### config.mk
export PLATFORM = sky130hd
export DESIGN_NAME = instr_fetch
export DESIGN_NICKNAME = d
export VERILOG_FILES = /design/src/rtl/fetch_pkg.sv /design/src/rtl/fetch_skid_buf.sv /design/src/rtl/instr_fetch.sv
export SDC_FILE = /design/constraint.sdc
export NUM_CORES = 1
export LEC_CHECK = 0
export ABC_AREA = 1
export CAP_MARGIN = 20
export CORE_MARGIN = 8
export CORE_UTILIZATION = 50
export CTS_BUF_LIST = sky130_fd_sc_hd__clkbuf_16
export DETAILED_ROUTE_END_ITERATION = 10
export DONT_BUFFER_PORTS = 1
export PLACE_DENSITY = 0.61
export SYNTH_ARGS = -nofsm -noshare
export SYNTH_HDL_FRONTEND = slang
export SYNTH_SLANG_ARGS = --single-unit
### constraint.sdc
create_clock -name clk -period 2.9 [get_ports clk]
set_clock_uncertainty 0.05 [all_clocks]
set_input_delay 0.435 -clock clk [delete_from_list [all_inputs] [get_ports clk]]
set_output_delay 0.435 -clock clk [all_outputs]
set_load 0.01 [all_outputs]
### src/rtl/fetch_pkg.sv
// Shared types and constants for the instruction fetch stage.
package fetch_pkg;

   typedef enum logic [1:0] {
      REQ   = 2'd0,
      DRAIN = 2'd1,
      HOLD  = 2'd2
   } fetch_state_e;

   localparam logic [31:0] INSTR_ALIGN_MASK = 32'hFFFF_FFFC;
   localparam logic [31:0] INSTR_BYTES      = 32'd4;

   typedef struct packed {
      logic [31:0] pc;
      logic [31:0] instr;
   } fetch_word_t;

   // Word-align a fetch address; the low two bits are never meaningful.
   function automatic logic [31:0] align_pc(input logic [31:0] addr);
      return addr & INSTR_ALIGN_MASK;
   endfunction

endpackage

### src/rtl/fetch_skid_buf.sv
// One-entry skid buffer holding a fetched word that decode could not take.
module fetch_skid_buf
   import fetch_pkg::*;
(
   input  logic        clk,
   input  logic        nRst,
   input  logic        load_i,
   input  fetch_word_t load_word_i,
   input  logic        drain_i,
   input  logic        flush_i,
   output logic        valid_o,
   output fetch_word_t word_o
);

   logic        valid_q, valid_d;
   fetch_word_t word_q, word_d;

   // Next entry: a flush beats a load, a load beats a drain.
   always_comb begin
      valid_d = valid_q;
      word_d  = word_q;
      if (flush_i) begin
         valid_d = 1'b0;
      end else if (load_i) begin
         valid_d = 1'b1;
         word_d  = load_word_i;
      end else if (drain_i) begin
         valid_d = 1'b0;
      end
   end

   // Entry register, cleared by reset.
   always_ff @(posedge clk or negedge nRst) begin
      if (!nRst) begin
         valid_q <= 1'b0;
         word_q  <= '0;
      end else begin
         valid_q <= valid_d;
         word_q  <= word_d;
      end
   end

   assign valid_o = valid_q;
   assign word_o  = word_q;

endmodule

### src/rtl/instr_fetch.sv
// Instruction fetch stage: PC, memory request FSM, output slot and skid.
module instr_fetch
   import fetch_pkg::*;
#(
   parameter logic [31:0] RESET_PC = 32'h0000_0000
)
(
   input  logic        clk,
   input  logic        nRst,
   input  logic        iStall,
   input  logic        iBranchEn,
   input  logic [31:0] iBranchAddr,
   output logic        oImemEn,
   output logic [31:0] oImemAddr,
   input  logic [31:0] iImemData,
   input  logic        iImemStall,
   output logic        oValid,
   output logic [31:0] oPC,
   output logic [31:0] oInstr
);

   fetch_state_e state_q, state_d;
   logic [31:0]  pc_q, pc_d;
   logic [31:0]  ptgt_q, ptgt_d;
   logic         valid_q, valid_d;
   fetch_word_t  slot_q, slot_d;

   logic         skid_load, skid_drain, skid_flush, skid_valid;
   fetch_word_t  skid_word;
   fetch_word_t  fetched;
   logic         req_active, ack, slot_open, slot_taken;
   logic [31:0]  br_tgt;

   // The request is registered state only; reset forces it off at once so an
   // in-flight access is abandoned without waiting for a clock.
   assign req_active = (state_q == REQ) || (state_q == DRAIN);
   assign oImemEn    = nRst & req_active;
   assign oImemAddr  = pc_q;
   assign ack        = oImemEn & ~iImemStall;
   assign slot_taken = valid_q & ~iStall;
   assign slot_open  = ~valid_q | ~iStall;
   assign br_tgt     = align_pc(iBranchAddr);
   assign fetched    = '{pc: pc_q, instr: iImemData};

   // Next-state, PC, pending target and slot update; redirects win over all.
   always_comb begin
      state_d    = state_q;
      pc_d       = pc_q;
      ptgt_d     = ptgt_q;
      valid_d    = valid_q;
      slot_d     = slot_q;
      skid_load  = 1'b0;
      skid_drain = 1'b0;
      skid_flush = 1'b0;

      if (slot_taken) valid_d = 1'b0;

      if (iBranchEn) begin
         valid_d    = 1'b0;
         skid_flush = 1'b0 | 1'b1;
         if (!req_active || ack) begin
            // Bus is free (or the access completes now): retarget directly.
            pc_d    = br_tgt;
            state_d = REQ;
         end else begin
            // Address must hold until the stalled access acks.
            ptgt_d  = br_tgt;
            state_d = DRAIN;
         end
      end else begin
         unique case (state_q)
            REQ: begin
               if (ack) begin
                  pc_d = pc_q + INSTR_BYTES;
                  if (slot_open && !skid_valid) begin
                     slot_d  = fetched;
                     valid_d = 1'b1;
                  end else begin
                     skid_load = 1'b1;
                     state_d   = HOLD;
                  end
               end
            end
            DRAIN: begin
               if (ack) begin
                  pc_d    = ptgt_q;
                  state_d = REQ;
               end
            end
            HOLD: begin
               if (!iStall) begin
                  slot_d     = skid_word;
                  valid_d    = 1'b1;
                  skid_drain = 1'b1;
                  state_d    = REQ;
               end
            end
            default: state_d = REQ;
         endcase
      end
   end

   // State, PC, pending target and output slot registers.
   always_ff @(posedge clk or negedge nRst) begin
      if (!nRst) begin
         state_q <= REQ;
         pc_q    <= RESET_PC;
         ptgt_q  <= '0;
         valid_q <= 1'b0;
         slot_q  <= '0;
      end else begin
         state_q <= state_d;
         pc_q    <= pc_d;
         ptgt_q  <= ptgt_d;
         valid_q <= valid_d;
         slot_q  <= slot_d;
      end
   end

   fetch_skid_buf u_skid (
      .clk         (clk),
      .nRst        (nRst),
      .load_i      (skid_load),
      .load_word_i (fetched),
      .drain_i     (skid_drain),
      .flush_i     (skid_flush),
      .valid_o     (skid_valid),
      .word_o      (skid_word)
   );

   assign oValid = valid_q;
   assign oPC    = slot_q.pc;
   assign oInstr = slot_q.instr;

endmodule

-- Word-level counts from Yosys, hierarchy flattened
Cells that the tools add are included.
- add/sub/neg operators: 1
- muxes and demuxes: 33
- bitwise logic cells: 10
- eq/ne operators: 10
- reduce and logical (&&, ||, !) cells: 14
- operators by type and width (operator ; number):
    two-way mux 64 bit ; 3
    two-way mux 32 bit ; 4
    case mux 64 bit (2 select lines) ; 1
    case mux 32 bit (2 select lines) ; 1
    adder 32 x 3 -> 32 bit, second input constant ; 1
    two-way mux 1 bit ; 17
    inequality test 3 bit, second input constant ; 4
    two-way mux 2 bit ; 5
    AND reduction 4 bit ; 2
    inverter 1 bit ; 6
    case mux 2 bit (3 select lines) ; 1
    nonzero test 3 bit ; 2
    AND reduction 5 bit ; 1
    inequality test 2 x 1 -> 1 bit, second input constant ; 2
    inequality test 2 bit, second input constant ; 2
    AND reduction 2 bit ; 2
    AND 1 bit ; 3
    equality test 2 x 1 -> 1 bit, second input constant ; 1
    equality test 2 bit, second input constant ; 1
    zero test 1 bit ; 2
    zero test 2 bit ; 1
    logical OR 1 bit ; 2
    case mux 1 bit (2 select lines) ; 1
    nonzero test 2 bit ; 1
    other kinds (2) ; 2
- output and inout port bits: 98
- input port bits: 69
- flip-flop bits (word level): 194
- logic and storage cells: 77

-- Depth between registers and ports, before layout
Gate-level depths: netlist of the first run.
- depth after elaboration: 9
- gate-level depth with buffers: 11
- mapped depth without buffers: 11

-- Modules after synthesis
A second synthesis of the first run with hierarchy kept.
- cell total of the unflattened synthesis: 1245
- area total of the unflattened synthesis: 9351.5 um^2
- by module, submodules not included (module ; instances ; seq. area each (um^2) ; area each (um^2) ; cells each):
    instr_fetch ; 1 ; 3178.0 ; 6764.0 ; 962
    fetch_skid_buf ; 1 ; 1626.6 ; 2587.5 ; 283

-- Worst setup path after synthesis of the first run
No wires, ideal clock.
- kind: register to register
- start: register pc_q[3] (netlist: oImemAddr[3])
- end: register pc_q[12] (netlist: oImemAddr[12])
- arrival: 1507 ps
- stages on the path, launching flop included: 11
- path slack: 1222 ps
- period minus slack after synthesis: 1678 ps
- buffers on the path: 0
- library setup time: 121 ps
- required time: 2729 ps
- cells stage by stage: dfrtp_1 -> ha_1 -> nand2_1 -> nor2_1 -> nand2_1 -> nor2_1 -> nand2_1 -> nand2_1 -> nor2_1 -> o21bai_1 -> nand2_1
- cells in the longest elaborated chain, start to end: 4
- RTL lines (item ; line ; RTL):
    start, declared ; instr_fetch.sv:23 ; logic [31:0] pc_q, pc_d;
    start signal, assigned ; instr_fetch.sv:113 ; pc_q <= pc_d;
    adder 32 x 3 -> 32 bit ; instr_fetch.sv:74 ; pc_d = pc_q + INSTR_BYTES;
    two-way mux 32 bit ; instr_fetch.sv:73 ; if (ack) begin
    case mux 32 bit (2 select lines) ; instr_fetch.sv:71 ; unique case (state_q)
    two-way mux 32 bit ; instr_fetch.sv:58 ; if (iBranchEn) begin
Every way passes these cells. The select of a mux whose other input is x is not followed.
A chain may end at the register's enable or synchronous reset.

-- Final worst setup path of the first run
Same ends and word-level chain as after synthesis.

==> run_results.csv, run 1 <==
group,metric,value,unit
worst_setup_path,cp_data_arrival_time,2.47,ns
pwr,switching_share,31.1,%
global_route,grt_max_degree,190,
layout,final_cells,1392,
route,finalWirelength,21900,um
floorplan,die_y,152,um
pwr,leakage,0.00468,uW
timing,fin_setup_tns,0,ns
floorplan,dieWidth,152,um
synth,synthCells,1183,
route,firstDrtPassIters,5,
worst_setup_path,required,3.16,ns
timing,fmax,0.453,GHz
worst_setup_path,path_common_cell,"nand2_1",
layout,seq_area,4700,um^2
route,vias_per_cell,5.11,
worst_setup_path,r2r_start,"oImemAddr[3]$_DFFE_PN0P_",
worst_setup_path,critPathKind,"reg2reg",
global_route,grt_antenna_before_repair,0,
worst_setup_path,crit_slowest_cell,"dfrtp_1",
route,drt_iter0_drc,548,
placement,place.gp.congestion,0.837,
synth,synthesis.area,9240,um^2
clock_tree,numCtsBuffers,17,
global_route,grt_usage,19.2,%
clock_tree,clkTransAtPathRegs,0.07,ns
layout,nFillCells,1759,
timing,slew_headroom,54.7,%
global_route,grt_pass1_wl,36300,um
layout,area_growth,7.42,%
global_route,grt_pass1_vias,6473,
route,drc,0,
worst_setup_path,crit_chain,"ha_1, nand2_1, nor2_1, nand2_1, nor2_1, nand2_1, nand2_1, nor2_1, o21bai_1, nand2_1",
pwr,power_switching,2060,uW
pwr,p_seq_share,53.6,%
floorplan,std_cell_rows,49,
layout,drive_gt1_share,4.56,%
pwr,p_int,4570,uW
timing,rsz0062_at_grt,"false",
worst_setup_path,critPathLaunch,"oImemAddr[3]$_DFFE_PN0P_",
layout,final_util,55.0,%
status,failed_checks,"negative hold slack",
worst_setup_path,r2r-end,"oImemAddr[12]$_DFFE_PN0P_",
layout,final_nets,1221,
placement,dpl.hpwl,14900,um
worst_setup_path,slowest_delay,0.51,ns
timing,timing.hold.ws,-0.353,ns
synth,synth_seq_area_share,50.9,%
status,status,"finished, violations left",
worst_setup_path,timing.critical_path.fanout_max,6,
route,postRouteAntennaNets,0,
timing,finalCriticalPeriod,2.21,ns
route,num_vias,7113,
worst_setup_path,critPathBufInv,0,
floorplan,dieArea,23100,um^2
timing,hold_viol_final,188,
clock_tree,htree_num_levels,4,
clock_tree,cts_sinks,188,
pwr,p_per_area,668,nW/um^2
clock_tree,clock_latency,0.43,ns
worst_setup_path,rr_worst_depth,10,
clock_tree,root_buffer,"clkbuf_16",
timing,drv_slew,0,
clock_tree,postCtsResizedCells,0,
route,wl_per_cell,15.8,um
synth,postSynthAreaPerCell,7.81,um^2
clock_tree,cts_tree,"yes",
pwr,clock_power_share,33.3,%
timing,tightest_slew,0.680,ns
synth,ys_warn_count,0,
floorplan,start_util,51.2,%
pwr,combPwrFrac,13.1,%
synth,ys_seq_elements,188,
timing,fin_crit_sh,76.1,%
synth,netlist-cell-type-count,34,
worst_setup_path,critPathTopFamily,"simple AND/OR/NAND/NOR gates",
timing,finalSetupViolations,0,
worst_setup_path,reg2reg_slack,0.69,ns
global_route,grt_overflow,0,
layout,multi_input_area,3740,um^2
placement,portBuffers,0,
floorplan,ios,167,
floorplan,coreArea,18000,um^2
worst_hold_path,min_path_type,"in2async",
worst_setup_path,critPathLaunchType,"register",
pwr,ir_drop,428,uV
flow_run,maxCapViolCount,0,
placement,placed_cells,1361,
worst_setup_path,crit_path_end_kind,"register",
pwr,p_total,6630,uW
clock_tree,cts.path.max_buffers,2,
layout,diodes,0,
[logic make-up (layout without fill, tap and decap cells)]
group,Yosys count,in the layout,synth area share [%]
compound gates,278,278,16.8
xor+xnor,4,4,0.379
fa+ha+maj,1,1,0.135
buf+inv,197,174,8.81
flops,188,188,50.9
mux,11,11,1.34
other cells,1,4,0.0406
simple gates,503,503,21.6
[Yosys cell counts]
master	count	area, um^2
o21ai_0	83	415
o21a_1	52	390
and2_1	1	6.26
ha_1	1	12.5
o21ai_1	41	205
mux2_1	11	124
xor2_1	3	26.3
nand2_1	309	1160
a21oi_1	90	450
nand4_1	1	6.26
nor2_1	135	507
xnor2_1	1	8.76
nand3_1	50	250
o21bai_1	3	22.5
inv_1	123	462
o211ai_1	2	15.0
dfrtp_1	188	4700
clkinv_1	3	11.3
nor3_2	1	10.0
nor2_2	1	6.26
clkbuf_1	30	113
buf_4	10	75.1
nand4_2	1	12.5
buf_1	1	3.75
a211oi_1	2	15.0
nand3b_1	2	15.0
o22ai_1	3	18.8
inv_2	6	22.5
o21ai_2	1	8.76
conb_1	1	3.75
buf_2	23	115
buf_6	1	11.3
a31oi_1	1	6.26
nor2_4	2	22.5
[worst max path at each step]
stage	endpoint	slack (ns)	cells past startpoint
after global routing	oImemAddr[12]$_DFFE_PN0P_	0.45	10
after floorplan	oImemAddr[12]$_DFFE_PN0P_	1.22	10
after CTS	oInstr[27]$_DFFE_PN0P_	0.67	8
after global placement	oInstr[28]$_DFFE_PN0P_	0.73	8
final	oImemAddr[12]$_DFFE_PN0P_	0.69	10
after detailed placement	oImemAddr[12]$_DFFE_PN0P_	0.67	10
[cells in the final DEF (no fill, tap or decap), types with 4 or more instances in the layout]
| cell | count |
|---|---|
| o21a_1 | 52 |
| nand3_1 | 49 |
| nand2_1 | 309 |
| inv_1 | 124 |
| o21ai_0 | 83 |
| mux2_1 | 11 |
| clkinv_2 | 4 |
| conb_1 | 4 |
| o21ai_1 | 41 |
| dfrtp_1 | 188 |
| clkinv_1 | 4 |
| clkbuf_16 | 17 |
| nor2_1 | 135 |
| buf_4 | 6 |
| inv_2 | 6 |
| a21oi_1 | 90 |
| buf_12 | 5 |
[layout make-up]
type | instances | share of cell area [%]
tap | 229 | 2.89
inverter | 132 | 4.99
multi-input combinational | 801 | 37.7
clock buffer | 17 | 4.29
sequential | 188 | 47.4
clock inverter | 14 | 1.22
timing repair buffer | 11 | 1.46
[registers in the layout, summed over array words and instances (netlist names)]
signal / count
oImemAddr: 30
oValid: 1
oPC: 30
oInstr: 32
u_skid.word_o: 62
u_skid.valid_o: 1
state_q: 2
ptgt_q: 30
[through the flow]
stage / area (um^2) / setup WS (ns)
floorplan: 9250 / 1.22
finish: 9920 / 0.694
global route: 9920 / 0.452
global placement: 9380 / 0.734
CTS: 9920 / 0.666
detailed placement: 9380 / 0.674
[power by group through the flow]
stage / sequential, uW / combinational [uW] / clock (uW)
4_1_cts: 3570 / 878 / 2280
5_1_grt: 3610 / 1030 / 2370
2_1_floorplan: 3450 / 722 / 0
6_report: 3550 / 872 / 2210
3_5_place_dp: 3620 / 870 / 0
3_3_place_gp: 3610 / 854 / 0
[timing repair]
action | CTS | global route
setup endpoints to repair | 0 | 0
buffers inserted | 0 | 0
hold endpoints to repair | 188 | 188
[per-layer routing]
| metal | track usage (%) | wire length, um | vias to the layer above |
|---|---|---|---|
| met5 | 0 | 0 | - |
| met3 | 5.84 | 1570 | 13 |
| met2 | 27.6 | 9610 | 168 |
| met4 | 5.28 | 150 | 0 |
| li1 | - | - | 3691 |
| met1 | 27.5 | 10600 | 3241 |
[worst reg2reg max path: cells and delay by family, from the launching register on]
family	cells	cell delay [ns]
AND/OR/NAND/NOR	8	1.11
flip-flops	1	0.51
adder cells (fa/ha/maj)	1	0.27
AO/OA/AOI/OAI	1	0.15
(Power assumes the default switching activity.)
==> run 2, diff against run 1 <==
- clock period: 2.9 -> 2.29 ns (I/O delays scaled with it)
==> run_results.csv, run 2 (synthesis gave the netlist of run 1 again) <==
group,metric,value,unit
floorplan,std_cell_rows,49,
global_route,met3_usage,5.81,%
route,num_vias,7277,
floorplan,ios,167,
clock_tree,cts_hold_buffers,14,
timing,fmax,0.475,GHz
clock_tree,cts_sinks,188,
worst_setup_path,required,2.56,ns
timing,slew_headroom,55.9,%
layout,diodes,0,
timing,tightest_slew,0.659,ns
route,postRouteAntennaNets,0,
worst_hold_path,min_path_type,"in2async",
layout,drive_gt1_share,5.32,%
layout,final_util,56.4,%
pwr,p_per_area,848,nW/um^2
global_route,grt_usage,19.6,%
pwr,leakage,0.00478,uW
timing,hold_viol_final,188,
route,drc,0,
clock_tree,cts.path.max_buffers,2,
clock_tree,root_buffer,"clkbuf_16",
timing,drv_slew,0,
global_route,grt-busiest-layer,"met2",
status,status,"finished, violations left",
worst_setup_path,timing.critical_path.fanout_max,6,
placement,dpl.hpwl,15100,um
timing,timing.hold.ws,-0.444,ns
timing,rsz0062_at_grt,"false",
global_route,met2_usage,29.5,%
layout,largest_register_ff_count,62,
layout,final_common_cell,"nand2_1",
worst_setup_path,critPathLaunchType,"register",
route,vias_per_cell,5.15,
floorplan,dieArea,23100,um^2
clock_tree,numCtsBuffers,17,
clock_tree,clkTransAtPathRegs,0.07,ns
clock_tree,htree_num_levels,4,
status,failed_checks,"negative hold slack",
global_route,grt_max_degree,190,
global_route,grt_pass1_wl,37300,um
route,finalWirelength,22500,um
floorplan,start_util,51.2,%
flow_run,maxCapViolCount,0,
timing,fin_crit_sh,91.9,%
worst_setup_path,critPathKind,"reg2reg",
global_route,grt_antenna_before_repair,0,
route,firstDrtPassIters,5,
global_route,grt_overflow,0,
layout,area_growth,10.1,%
worst_setup_path,cp_data_arrival_time,2.38,ns
route,drt_iter0_drc,512,
layout,final_nets,1242,
timing,finalSetupViolations,0,
layout,final_cell_mix,"nand2_1 (309), dfrtp_1 (188), nor2_1 (134)",
worst_setup_path,crit_path_end_kind,"register",
clock_tree,cts_tree,"yes",
floorplan,dieWidth,152,um
global_route,grt_pass1_vias,6841,
timing,finalCriticalPeriod,2.11,ns
placement,place.gp.congestion,0.840,
clock_tree,clock_latency,0.43,ns
global_route,use_met1,26.9,%
floorplan,coreArea,18000,um^2
floorplan,die_y,152,um
pwr,ir_drop,552,uV
clock_tree,postCtsSetupBuffers,0,
route,wl_per_cell,15.9,um
placement,portBuffers,0,
==> run 2: cell count changes in the layout (fill, tap and decap cells not counted), moves of 2 or more <==
cell / before / now
buf_4: 6 / 13
clkinv_2: 4 / 2
clkinv_4: 3 / 1
clkinvlp_4: 0 / 4
dlygate4sd3_1: 0 / 14
inv_8: 1 / 3
==> run 2: layer usage <==
layer	wire length, um	share of wire (%)
met1	10500	47
met2	10200	45
met3	1500	6.7
met4	245	1.1
met5	0	0
==> run 2: power by group <==
| part | switching (uW) | leakage [uW] | internal (uW) |
|---|---|---|---|
| clock network | 1340 | 0.000283 | 1630 |
| logic | 673 | 0.00224 | 486 |
| registers | 664 | 0.00226 | 3820 |
==> run 2: repair_timing <==
item | 4_1_cts | 5_1_grt
gates cloned | 0 | 0
gates resized for setup | 1 | 1
endpoints found under the setup margin | 1 | 2
hold endpoints to repair | 202 | 188
==> run 2: worst max-delay path, stage by stage (launching register included) <==
cell and delay (ns):
dfrtp_1 0.47, ha_1 0.24, nand2_1 0.06, nor2_1 0.19
nand2_1 0.21, nor2_1 0.38, nand3_1 0.12, nand3_1 0.13
nand2_1 0.06, nand2_1 0.05, nand2_1 0.04
==> run 2: per-stage QoR <==
| step | area (um^2) | total power (uW) | worst slack, ns | setup TNS, ns | instances |
|---|---|---|---|---|---|
| after floorplan | 9250 | 5280 | 0.612 | 0 | 1186 |
| after global placement | 9430 | 5680 | -0.00498 | -0.00498 | 1368 |
| after detailed placement | 9430 | 5710 | -0.0172 | -0.0172 | 1368 |
| after CTS | 10200 | 8740 | 0.156 | 0 | 1414 |
| after global routing | 10200 | 9110 | 0.0360 | 0 | 1414 |
| final | 10200 | 8620 | 0.184 | 0 | 1414 |
==> run 2: final timing paths <==
| path | startpoint | endpoint | slack, ns | cells after the start |
|---|---|---|---|---|
| max in group asynchronous | nRst | oImemAddr[21]$_DFFE_PN0P_ | 2.30 | 0 |
| min in group clk | iStall | state_q[1]$_DFFE_PN0P_ | 0.02 | 2 |
| worst min-delay path | nRst | ptgt_q[4]$_DFFE_PN0P_ | -0.44 | 0 |
| worst min register to register | u_skid.word_o[63]$_DFFE_PN0P_ | u_skid.word_o[63]$_DFFE_PN0P_ | 0.44 | 2 |
| worst max register to register | oImemAddr[2]$_DFFE_PN0P_ | oImemAddr[22]$_DFFE_PN0P_ | 0.18 | 10 |
| worst max-delay path | oImemAddr[2]$_DFFE_PN0P_ | oImemAddr[22]$_DFFE_PN0P_ | 0.18 | 10 |
==> run 2: area by class of cell <==
type	instances	area [um^2]
Clock inverter	15	164
Tap cell	229	287
Sequential cell	188	4700
Timing Repair Buffer	32	338
Inverter	132	495
Multi-Input combinational cell	801	3750
Clock buffer	17	425
Fill cell	1722	7860
